$ cat config.mk
export PLATFORM = sky130hd
export DESIGN_NAME = uart_rx_sampler_deser
export DESIGN_NICKNAME = d
export VERILOG_FILES = /design/src/rtl/uart_rx_pkg.sv /design/src/rtl/uart_rx_data_sampler.sv /design/src/rtl/uart_rx_sampler_deser.sv
export SDC_FILE = /design/constraint.sdc
export NUM_CORES = 1
export LEC_CHECK = 0
export ABC_AREA = 0
export BUFFER_PORTS_ARGS = -buffer_cell sky130_fd_sc_hd__buf_2
export CAP_MARGIN = 40
export CORE_UTILIZATION = 52
export DETAILED_ROUTE_END_ITERATION = 7
export PLACE_DENSITY = 0.9
export SLEW_MARGIN = 10
export SYNTH_ARGS = -nofsm -noshare
export SYNTH_HDL_FRONTEND = slang
export SYNTH_SLANG_ARGS = --single-unit
$ cat constraint.sdc
create_clock -name clk -period 2.9 [get_ports clk]
set_clock_uncertainty 0.2 [all_clocks]
set_input_delay 0.435 -clock clk [delete_from_list [all_inputs] [get_ports clk]]
set_output_delay 0.435 -clock clk [all_outputs]
set_load 0.02 [all_outputs]
$ cat src/rtl/uart_rx_pkg.sv
// Shared constants and helpers for the UART receive path.
// Parity types, frame indices and legal oversampling ratios.
package uart_rx_pkg;

  localparam logic PAR_EVEN = 1'b0;
  localparam logic PAR_ODD  = 1'b1;

  localparam logic [3:0] START_IDX = 4'd0;

  localparam logic [5:0] PRESCALE_8  = 6'd8;
  localparam logic [5:0] PRESCALE_16 = 6'd16;
  localparam logic [5:0] PRESCALE_32 = 6'd32;

  // Index of the stop bit: start + data bits (+ parity)
  function automatic logic [3:0] stop_idx(
    input int   dw,
    input logic par_en
  );
    return 4'(dw + 1 + int'(par_en));
  endfunction

endpackage

$ cat src/rtl/uart_rx_data_sampler.sv
// Mid-bit triple sampler with majority vote.
// Captures two early samples and votes with the live line.
module uart_rx_data_sampler
  import uart_rx_pkg::*;
(
  input  logic       clk,
  input  logic       rst,
  input  logic       rx_in,
  input  logic       en,
  input  logic [5:0] prescale,
  input  logic [4:0] edge_cnt,
  output logic       vote,
  output logic       vote_en,
  output logic       sampled_bit,
  output logic       sample_valid
);

  logic [4:0] mid;
  logic       s0;
  logic       s1;

  assign mid     = 5'(prescale >> 1);
  assign vote    = (s0 & s1) | (s0 & rx_in) | (s1 & rx_in);
  assign vote_en = en && (edge_cnt == 5'(mid + 5'd1));

  always_ff @(posedge clk) begin
    if (rst) begin
      s0           <= 1'b1;
      s1           <= 1'b1;
      sampled_bit  <= 1'b1;
      sample_valid <= 1'b0;
    end else begin
      sample_valid <= vote_en;
      if (en && edge_cnt == 5'(mid - 5'd1))
        s0 <= rx_in;
      if (en && edge_cnt == mid)
        s1 <= rx_in;
      if (vote_en)
        sampled_bit <= vote;
    end
  end

endmodule

$ cat src/rtl/uart_rx_sampler_deser.sv
// UART receive deserialiser: routes voted bits into the shift
// register and checks start, parity and stop framing.
module uart_rx_sampler_deser
  import uart_rx_pkg::*;
#(
  parameter int dataWidth = 8
) (
  input  logic                 clk,
  input  logic                 rst,
  input  logic                 rx_in,
  input  logic                 dat_samp_en,
  input  logic                 par_en,
  input  logic                 par_typ,
  input  logic [5:0]           prescale,
  input  logic [4:0]           edge_cnt,
  input  logic [3:0]           bit_cnt,
  output logic                 sampled_bit,
  output logic                 sample_valid,
  output logic                 start_glitch,
  output logic                 par_err,
  output logic                 stp_err,
  output logic [dataWidth-1:0] p_data,
  output logic                 data_valid
);

  localparam logic [3:0] PAR_IDX   = 4'(dataWidth + 1);
  localparam logic [3:0] DATA_LAST = 4'(dataWidth);

  logic                 vote;
  logic                 vote_en;
  logic                 active;
  logic                 par_exp;
  logic [3:0]           last_idx;
  logic [dataWidth-1:0] shift;

  uart_rx_data_sampler u_sampler (
    .clk          (clk),
    .rst          (rst),
    .rx_in        (rx_in),
    .en           (dat_samp_en),
    .prescale     (prescale),
    .edge_cnt     (edge_cnt),
    .vote         (vote),
    .vote_en      (vote_en),
    .sampled_bit  (sampled_bit),
    .sample_valid (sample_valid)
  );

  assign last_idx = stop_idx(dataWidth, par_en);
  assign par_exp  = (par_typ == PAR_ODD) ? ~^shift : ^shift;

  // active drops on a glitched start, at stop, or when disabled
  always_ff @(posedge clk) begin
    if (rst) begin
      active       <= 1'b0;
      shift        <= '0;
      start_glitch <= 1'b0;
      par_err      <= 1'b0;
      stp_err      <= 1'b0;
      p_data       <= '0;
      data_valid   <= 1'b0;
    end else begin
      data_valid <= 1'b0;
      if (!dat_samp_en) begin
        active <= 1'b0;
      end else if (vote_en) begin
        if (bit_cnt == START_IDX) begin
          start_glitch <= vote;
          par_err      <= 1'b0;
          stp_err      <= 1'b0;
          shift        <= '0;
          active       <= ~vote;
        end else if (active) begin
          if (bit_cnt == last_idx) begin
            stp_err <= ~vote;
            active  <= 1'b0;
            if (vote && !par_err) begin
              p_data     <= shift;
              data_valid <= 1'b1;
            end
          end else if (par_en && bit_cnt == PAR_IDX) begin
            par_err <= (par_exp != vote);
          end else if (bit_cnt <= DATA_LAST) begin
            shift <= {vote, shift[dataWidth-1:1]};
          end
        end
      end
    end
  end

endmodule
==> results of run 1 <==
cell usage after synthesis, drive strengths merged (2+ instances only):
| library cell | instances | area (um^2) |
|---|---|---|
| nor2b | 7 | 43.8 |
| nand2b | 2 | 12.5 |
| dfxtp | 25 | 500 |
| mux2i | 17 | 170 |
| xor2 | 6 | 52.6 |
| xnor3 | 2 | 46.3 |
| nand3 | 5 | 25.0 |
| nor4 | 5 | 67.6 |
| and3b | 2 | 17.5 |
| nor2 | 21 | 78.8 |
| nand2 | 6 | 22.5 |
| ha | 2 | 25.0 |
| inv | 7 | 26.3 |
| a21o | 2 | 15.0 |
| xnor2 | 10 | 87.6 |
| o211ai | 2 | 15.0 |
| a31oi | 2 | 12.5 |
| nor3 | 3 | 15.0 |
| clkbuf | 3 | 11.3 |
| a21oi | 4 | 20.0 |
| o21ai | 5 | 25.0 |
logic make-up after synthesis:
logic type	after synthesis	share of synthesized area, %
and+or+nand+nor	61	25.8
buffers and inverters	11	2.94
xor gates and xnor gates	18	12.9
DFF	25	34.6
AOI/OAI and AO/OA	21	9.59
adders and majority gates	3	2.42
muxes	17	11.8
worst reg2reg max path, cell delays in order (launching register included):
cell and delay [ns]:
dfxtp_1 0.39, maj3_1 0.27, o2111ai_1 0.19, nor4_4 0.16, buf_4 0.23, mux2i_1 0.23, nor2_1 0.06
path summary, 6_finish.rpt:
| check | start | to | slack [ns] | cells past startpoint |
|---|---|---|---|---|
| min | dat_samp_en | active$_SDFFE_PP0P_ | 0.19 | 3 |
| max | prescale[1] | par_err$_SDFFE_PP0P_ | 0.59 | 8 |
| max reg2reg | u_sampler.s1$_SDFFE_PP1P_ | p_data[4]$_SDFFE_PP0P_ | 1.06 | 6 |
| min reg2reg | p_data[2]$_SDFFE_PP0P_ | p_data[2]$_SDFFE_PP0P_ | 0.30 | 2 |
final cells by class:
| type | count | share of cell area (%) |
|---|---|---|
| clock buffers | 4 | 1.56 |
| inverters | 7 | 1.56 |
| multi-input cells | 120 | 53.8 |
| flip-flops and latches | 25 | 29.7 |
| well taps | 30 | 2.23 |
| repair buffers | 36 | 11.2 |
where the power goes:
group	switching [mW]	internal, mW
Sequential	0.000679	0.345
Combinational	0.0591	0.0365
Clock	0.0984	0.0539
Total	0.158	0.435
layer usage:
metal	global-route usage [%]	vias to the layer above
met1	25.0	592
met4	9.40	0
met3	6.39	8
met2	43.0	33
li1	-	622
met5	0	-
registers in the layout, summed over array words and instances (netlist names):
register,cells
u_sampler.s0,1
stp_err,1
par_err,1
active,1
u_sampler.s1,1
p_data,8
u_sampler.sampled_bit,1
data_valid,1
start_glitch,1
u_sampler.sample_valid,1
shift,8
metrics by stage:
step | power (mW) | instances
after floorplan | 0.413 | 156
after global placement | 0.441 | 218
after detailed placement | 0.447 | 218
after CTS | 0.598 | 222
after global routing | 0.625 | 222
final | 0.593 | 222
==> reports/qor.csv, run 1 <==
stage,metric,value,unit
outcome,status,"complete, no violations",
worst_setup_path,crit_family,simple AND/OR/NAND/NOR gates,
route,drt_wl_total,3050,um
route,dr_wl_met2,1600,um
sta,max_clock_freq,0.433,GHz
synthesis,synth-edff-count,0,
synthesis,avgSynthCellArea,9.28,um^2
worst_setup_path,crit_arrival,2.38,ns
clock_tree,cts_buffers,3,
worst_setup_path,setup.worst_path.start_class,input pin,
synthesis,synthFlopType,dfxtp_1,
cells_and_area,syn_to_final_growth,16.2,%
placed_design,place_area,1660,um^2
placed_design,post-place-ws,0.236,ns
worst_setup_path,path_class,input pin to flop,
clock_tree,cts_buffer_depth,2,
cells_and_area,antennaDiodeCount,0,
worst_setup_path,setup.worst_path.end_class,flop,
cells_and_area,drive_gt1_share,24.5,%
sta,hold_ws,0.186,ns
clock_tree,clockRootBuffer,clkbuf_4,
synthesis,ys_types,42,
global_route,antenna_found_initial,0,
min_path,min_path_type,input pin to flop,
power_and_ir_drop,vdd_drop_max,0.000413,V
route,via_per_inst,5.65,
die,fp.dieW,54.8,um
die,die-height,54.8,um
route,drt-initial-drc-count,20,
global_route,grt_max_degree,23,
clock_tree,clk_pin_slew,0.12,ns
route,dr_wl_met3,133,um
sta,finalHoldViolations,0,
worst_setup_path,cp.buffers_inverters,2,
sta,setup_viol,0,
synthesis,async_flop_share,0,%
job,maxCapViolations,0,
worst_setup_path,worst_path_max_delay_cell,or4_1,
synthesis,syn_area,1450,um^2
placed_design,place.gp.congestion,0.780,
die,start_util,56.9,%
clock_tree,cts_setup_buffers,0,
die,die_area,3000,um^2
clock_tree,cts.sinks,25,
synthesis,yosys_warnings,0,
sta,final.period_utilization,79.6,%
placed_design,dp_hpwl,2400,um
cells_and_area,regArea,500,um^2
route,top_layer,met4,
route,drtPass1Iterations,4,
cells_and_area,final_util,66.1,%
worst_setup_path,path_max_fanout,5,
power_and_ir_drop,p_per_area,352,nW/um^2
cells_and_area,multi_input_area,905,um^2
global_route,grt_first_pass_wirelength,5070,um
placed_design,port_buffers,33,
sta,slew_viol_final,0,
synthesis,postSynthCellCount,156,
die,core.rowCount,18,
synthesis,ys_seq_area_share,34.6,%
clock_tree,cts_resized,0,
clock_tree,cts_hold_buf,0,
worst_setup_path,path_cells,buf_2 > inv_1 > ha_1 > xnor2_1 > nand4_4 > or4_1 > nor4_1 > a31o_2,
cells_and_area,design_area,1680,um^2
die,core,2540,um^2
cells_and_area,fin_nets,216,
worst_setup_path,required,2.97,ns
sta,fin_crit,2.31,ns
sta,rsz0062_at_grt,false,
global_route,overflow,0,
route,drcViolationCount,0,
sta,relSlewSlack,61.2,%
synthesis,syn_nets,179,
clock_tree,cts_tree,built,
cells_and_area,layout_common_cells,"buf_2, dfxtp_1, nor2_1",
clock_tree,h-tree-depth,1,
clock_tree,clkLatencyLatePin,0.32,ns
cells_and_area,layout_commonest_cell,buf_2,
route,wl_met1,1260,um
route,wl_per_cell,13.7,um
power_and_ir_drop,leakage,0.683,nW
sta,layout_setup_ws,0.592,ns
route,ant_nets,0,
sta,setup_tns,0,ns
route,dr_total_vias,1255,
synthesis,ys_seq_elements,25,
sta,tightestPinTransition,0.579,ns
cells_and_area,num-fill-cells,217,
global_route,gr-usage-all-layers,23.5,%
global_route,grt_pass1_vias,1195,
worst_setup_path,slowest_delay,0.54,ns
die,io_pins,35,
Power figures use the tool's default switching activity.
==> run 2, diff against run 1 <==
- ABC_AREA: 0 -> 1
- CORE_UTILIZATION: 52 -> 49
- PLACE_DENSITY: 0.9 -> 0.87
- clock period: 2.9 -> 1.9 ns (I/O delays scaled with it)
==> run 2 against run 1 <==
  * Register-to-register slack worse by 0.73 ns
  * Wire length up 14%
  * Global-route usage down 2.3 points
  * Die area up 23%
==> reports/qor.csv, run 2 <==
stage,metric,value,unit,change
clock_tree,cts_buffer_depth,2,,unchanged
worst_setup_path,cp-startpoint,prescale[1],,
synthesis,synth_top_area_share,29.6,%,-5.0 points
route,drt-initial-drc-count,45,,+130%
clock_tree,clk_pin_slew,0.14,ns,+0.02 ns
route,dr_total_vias,1748,,+39%
sta,fin_crit,1.63,ns,
route,via_per_inst,4.75,,-16%
worst_setup_path,crit_arrival,1.65,ns,-0.73 ns
cells_and_area,reg_top3,"p_data x8, shift x8",,
die,start_util,53.7,%,-3.2 points
synthesis,syn_area,1690,um^2,+17%
synthesis,syn_nets,307,,+72%
cells_and_area,stdcell_count,368,,+66%
synthesis,synth_area_leader_cell,dfxtp_1,,
min_path,hold_path_depth,3,,unchanged
global_route,overflow,0,,unchanged
clock_tree,cts_resized,0,,unchanged
clock_tree,cts_buffers,3,,unchanged
power_and_ir_drop,vdd_drop_max,0.000306,V,-26%
placed_design,place.gp.congestion,0.876,,+12%
sta,tightestPinTransition,0.339,ns,-0.240 ns
min_path,worstHoldEndpoint,active$_SDFFE_PP0P_,,
synthesis,synth-edff-count,0,,unchanged
min_path,min_from,dat_samp_en,,
die,fp.dieW,60.8,um,+11%
worst_setup_path,cp.buffers_inverters,4,,+2
min_path,min_path_type,input pin to flop,,
placed_design,dp_hpwl,2730,um,+14%
synthesis,yosys_warnings,0,,unchanged
clock_tree,cts.sinks,25,,unchanged
clock_tree,clockRootBuffer,clkbuf_4,,
worst_setup_path,timing.rr.start,u_sampler.s1$_SDFFE_PP1P_,,
synthesis,postSynthCellCount,284,,+82%
placed_design,port_buffers,33,,unchanged
sta,setup_viol,0,,unchanged
clock_tree,h-tree-depth,1,,unchanged
worst_setup_path,path_max_fanout,8,,+3
cells_and_area,layout_common_cells,"nand2_1, inv_1, buf_2",,
worst_setup_path,setup.worst_path.end_class,flop,,
worst_setup_path,worst_path_most_repeated_cell,nand2_1,,
global_route,grt_pass1_vias,1475,,+23%
route,drcViolationCount,0,,unchanged
synthesis,synthFlopType,dfxtp_1,,
cells_and_area,syn_to_final_growth,17.1,%,
cells_and_area,layout_commonest_cell,nand2_1,,
global_route,gr-usage-all-layers,21.2,%,-2.3 points
worst_setup_path,required,1.92,ns,-1.05 ns
worst_setup_path,ff2ff_path_depth,10,,+4
global_route,antenna_found_initial,0,,unchanged
power_and_ir_drop,finalPower,0.916,mW,+54%
sta,setup_tns,0,ns,unchanged
clock_tree,cts_tree,built,,
worst_setup_path,path_class,input pin to flop,,
synthesis,ys_seq_elements,25,,unchanged
die,die_area,3690,um^2,+23%
sta,relSlewSlack,77.4,%,+16 points
sta,rsz0062_at_grt,false,,
clock_tree,clkLatencyLatePin,0.32,ns,about the same
job,maxCapViolations,0,,unchanged
cells_and_area,antennaDiodeCount,0,,unchanged
clock_tree,cts_setup_buffers,0,,unchanged
worst_setup_path,path_cells,buf_2 > inv_2 > ha_1 > nand2_1 > nand2_1 > nor2_1 > nand2_1 > inv_2 > nand2_4 > buf_4 > o21ai_0 > a21oi_1,,
sta,finalHoldViolations,0,,unchanged
synthesis,synthTopCellsByArea,"dfxtp_1, nand2_1, inv_1, nand3_1, nor2_1",,
die,die-height,60.8,um,+11%
cells_and_area,drive_gt1_share,20.1,%,-4.4 points
die,core,3150,um^2,+24%
route,drt_wl_total,3460,um,+14%
synthesis,avgSynthCellArea,5.96,um^2,-36%
power_and_ir_drop,p_per_area,462,nW/um^2,+31%
power_and_ir_drop,leakage,1.10,nW,+62%
route,wl_per_cell,9.41,um,-31%
sta,slew_viol_final,0,,unchanged
die,core.rowCount,20,,+2
worst_setup_path,r2r_setup_slack,0.33,ns,-0.73 ns
global_route,grt_first_pass_wirelength,5950,um,+17%
sta,final.period_utilization,85.9,%,
clock_tree,cts_hold_buf,0,,unchanged
worst_setup_path,worst_path_max_delay_cell,ha_1,,
worst_setup_path,reg2reg_to,p_data[3]$_SDFFE_PP0P_,,
synthesis,ys_types,26,,-38%
synthesis,yosys-top-cells-count,"nand2_1, inv_1, nor2_1",,
die,io_pins,35,,unchanged
synthesis,async_flop_share,0,%,unchanged
synthesis,ys_seq_area_share,29.6,%,-5.0 points
worst_setup_path,crit_family,simple AND/OR/NAND/NOR gates,,
worst_setup_path,slowest_delay,0.30,ns,-0.24 ns
sta,max_clock_freq,0.613,GHz,
global_route,grt_max_degree,17,,-26%
cells_and_area,fin_nets,348,,+61%
outcome,status,"complete, no violations",,
route,ant_nets,0,,unchanged
worst_setup_path,setup.worst_path.start_class,input pin,,
synthesis,synth.most_common_cell,nand2_1,,
placed_design,dp_cells,364,,+67%
route,drtPass1Iterations,5,,+1
run 2: cell count changes after synthesis, moves of 3 or more:
| cell | before | now |
|---|---|---|
| o21ai_0 | 5 | 13 |
| xor2_1 | 6 | 2 |
| inv_1 | 7 | 40 |
| nor2_1 | 21 | 32 |
| inv_2 | 0 | 6 |
| nor3_1 | 3 | 0 |
| nor2b_1 | 7 | 0 |
| nand3_1 | 5 | 25 |
| nand2_2 | 0 | 3 |
| mux2i_1 | 17 | 0 |
| a21oi_1 | 4 | 15 |
| xnor2_1 | 10 | 4 |
| nand2_1 | 6 | 93 |
run 2: power by group:
| group | switching [mW] | internal, mW |
|---|---|---|
| registers | 0.000813 | 0.526 |
| clock network | 0.160 | 0.0823 |
| logic | 0.0896 | 0.0578 |
| total | 0.250 | 0.666 |
run 2: layer usage:
metal / part of all wire [%] / GRT usage (%)
met2: 48 / 37.7
met1: 47 / 26.7
met5: 0 / 0
met3: 4.2 / 4.05
met4: 0.78 / 4.55
run 2: through the flow:
step	util (%)	instance area, um^2	setup WS (ns)	hold WS (ns)
4_1_cts	62.9	1980	0.267	0.0295
3_3_place_gp	62.0	1960	-0.0426	0.253
2_1_floorplan	-	1690	0.163	0.154
5_1_grt	62.9	1980	0.129	0.0211
6_report	62.9	1980	0.268	0.0377
3_5_place_dp	62.0	1960	-0.0847	0.272
run 2: worst max-delay path by stage:
stage	cells past startpoint	to	slack, ns
2_1_floorplan	14	p_data[7]$_SDFFE_PP0P_	0.16
5_1_grt	10	p_data[4]$_SDFFE_PP0P_	0.13
6_report	12	start_glitch$_SDFFE_PP0P_	0.27
3_3_place_gp	12	stp_err$_SDFFE_PP0P_	-0.04
4_1_cts	12	stp_err$_SDFFE_PP0P_	0.27
3_5_place_dp	12	stp_err$_SDFFE_PP0P_	-0.08
run 2: layout make-up:
cell class	instances	area (um^2)
timing repair buffer	44	248
tap	44	55.1
clock buffer	4	26.3
sequential	25	500
multi-input combinational	203	970
inverter	48	183
fill	335	1170
run 2: worst reg2reg max path, delay by kind of cell (launching register included):
kind,cells,cell delay (ns)
DFF,1,0.35
buffers and inverters,2,0.13
and+or+nand+nor,7,0.70
AOI/OAI and AO/OA,1,0.14
run 2: kinds of logic (layout without fill, tap and decap cells):
kind of cell / Yosys count / after routing / share of synthesized area (%)
AOI/OAI and AO/OA: 32 / 32 / 10.6
DFF: 25 / 25 / 29.6
and+or+nand+nor: 163 / 163 / 42.1
adders and majority gates: 2 / 2 / 1.48
xor gates and xnor gates: 6 / 6 / 3.10
buffers and inverters: 56 / 96 / 13.2
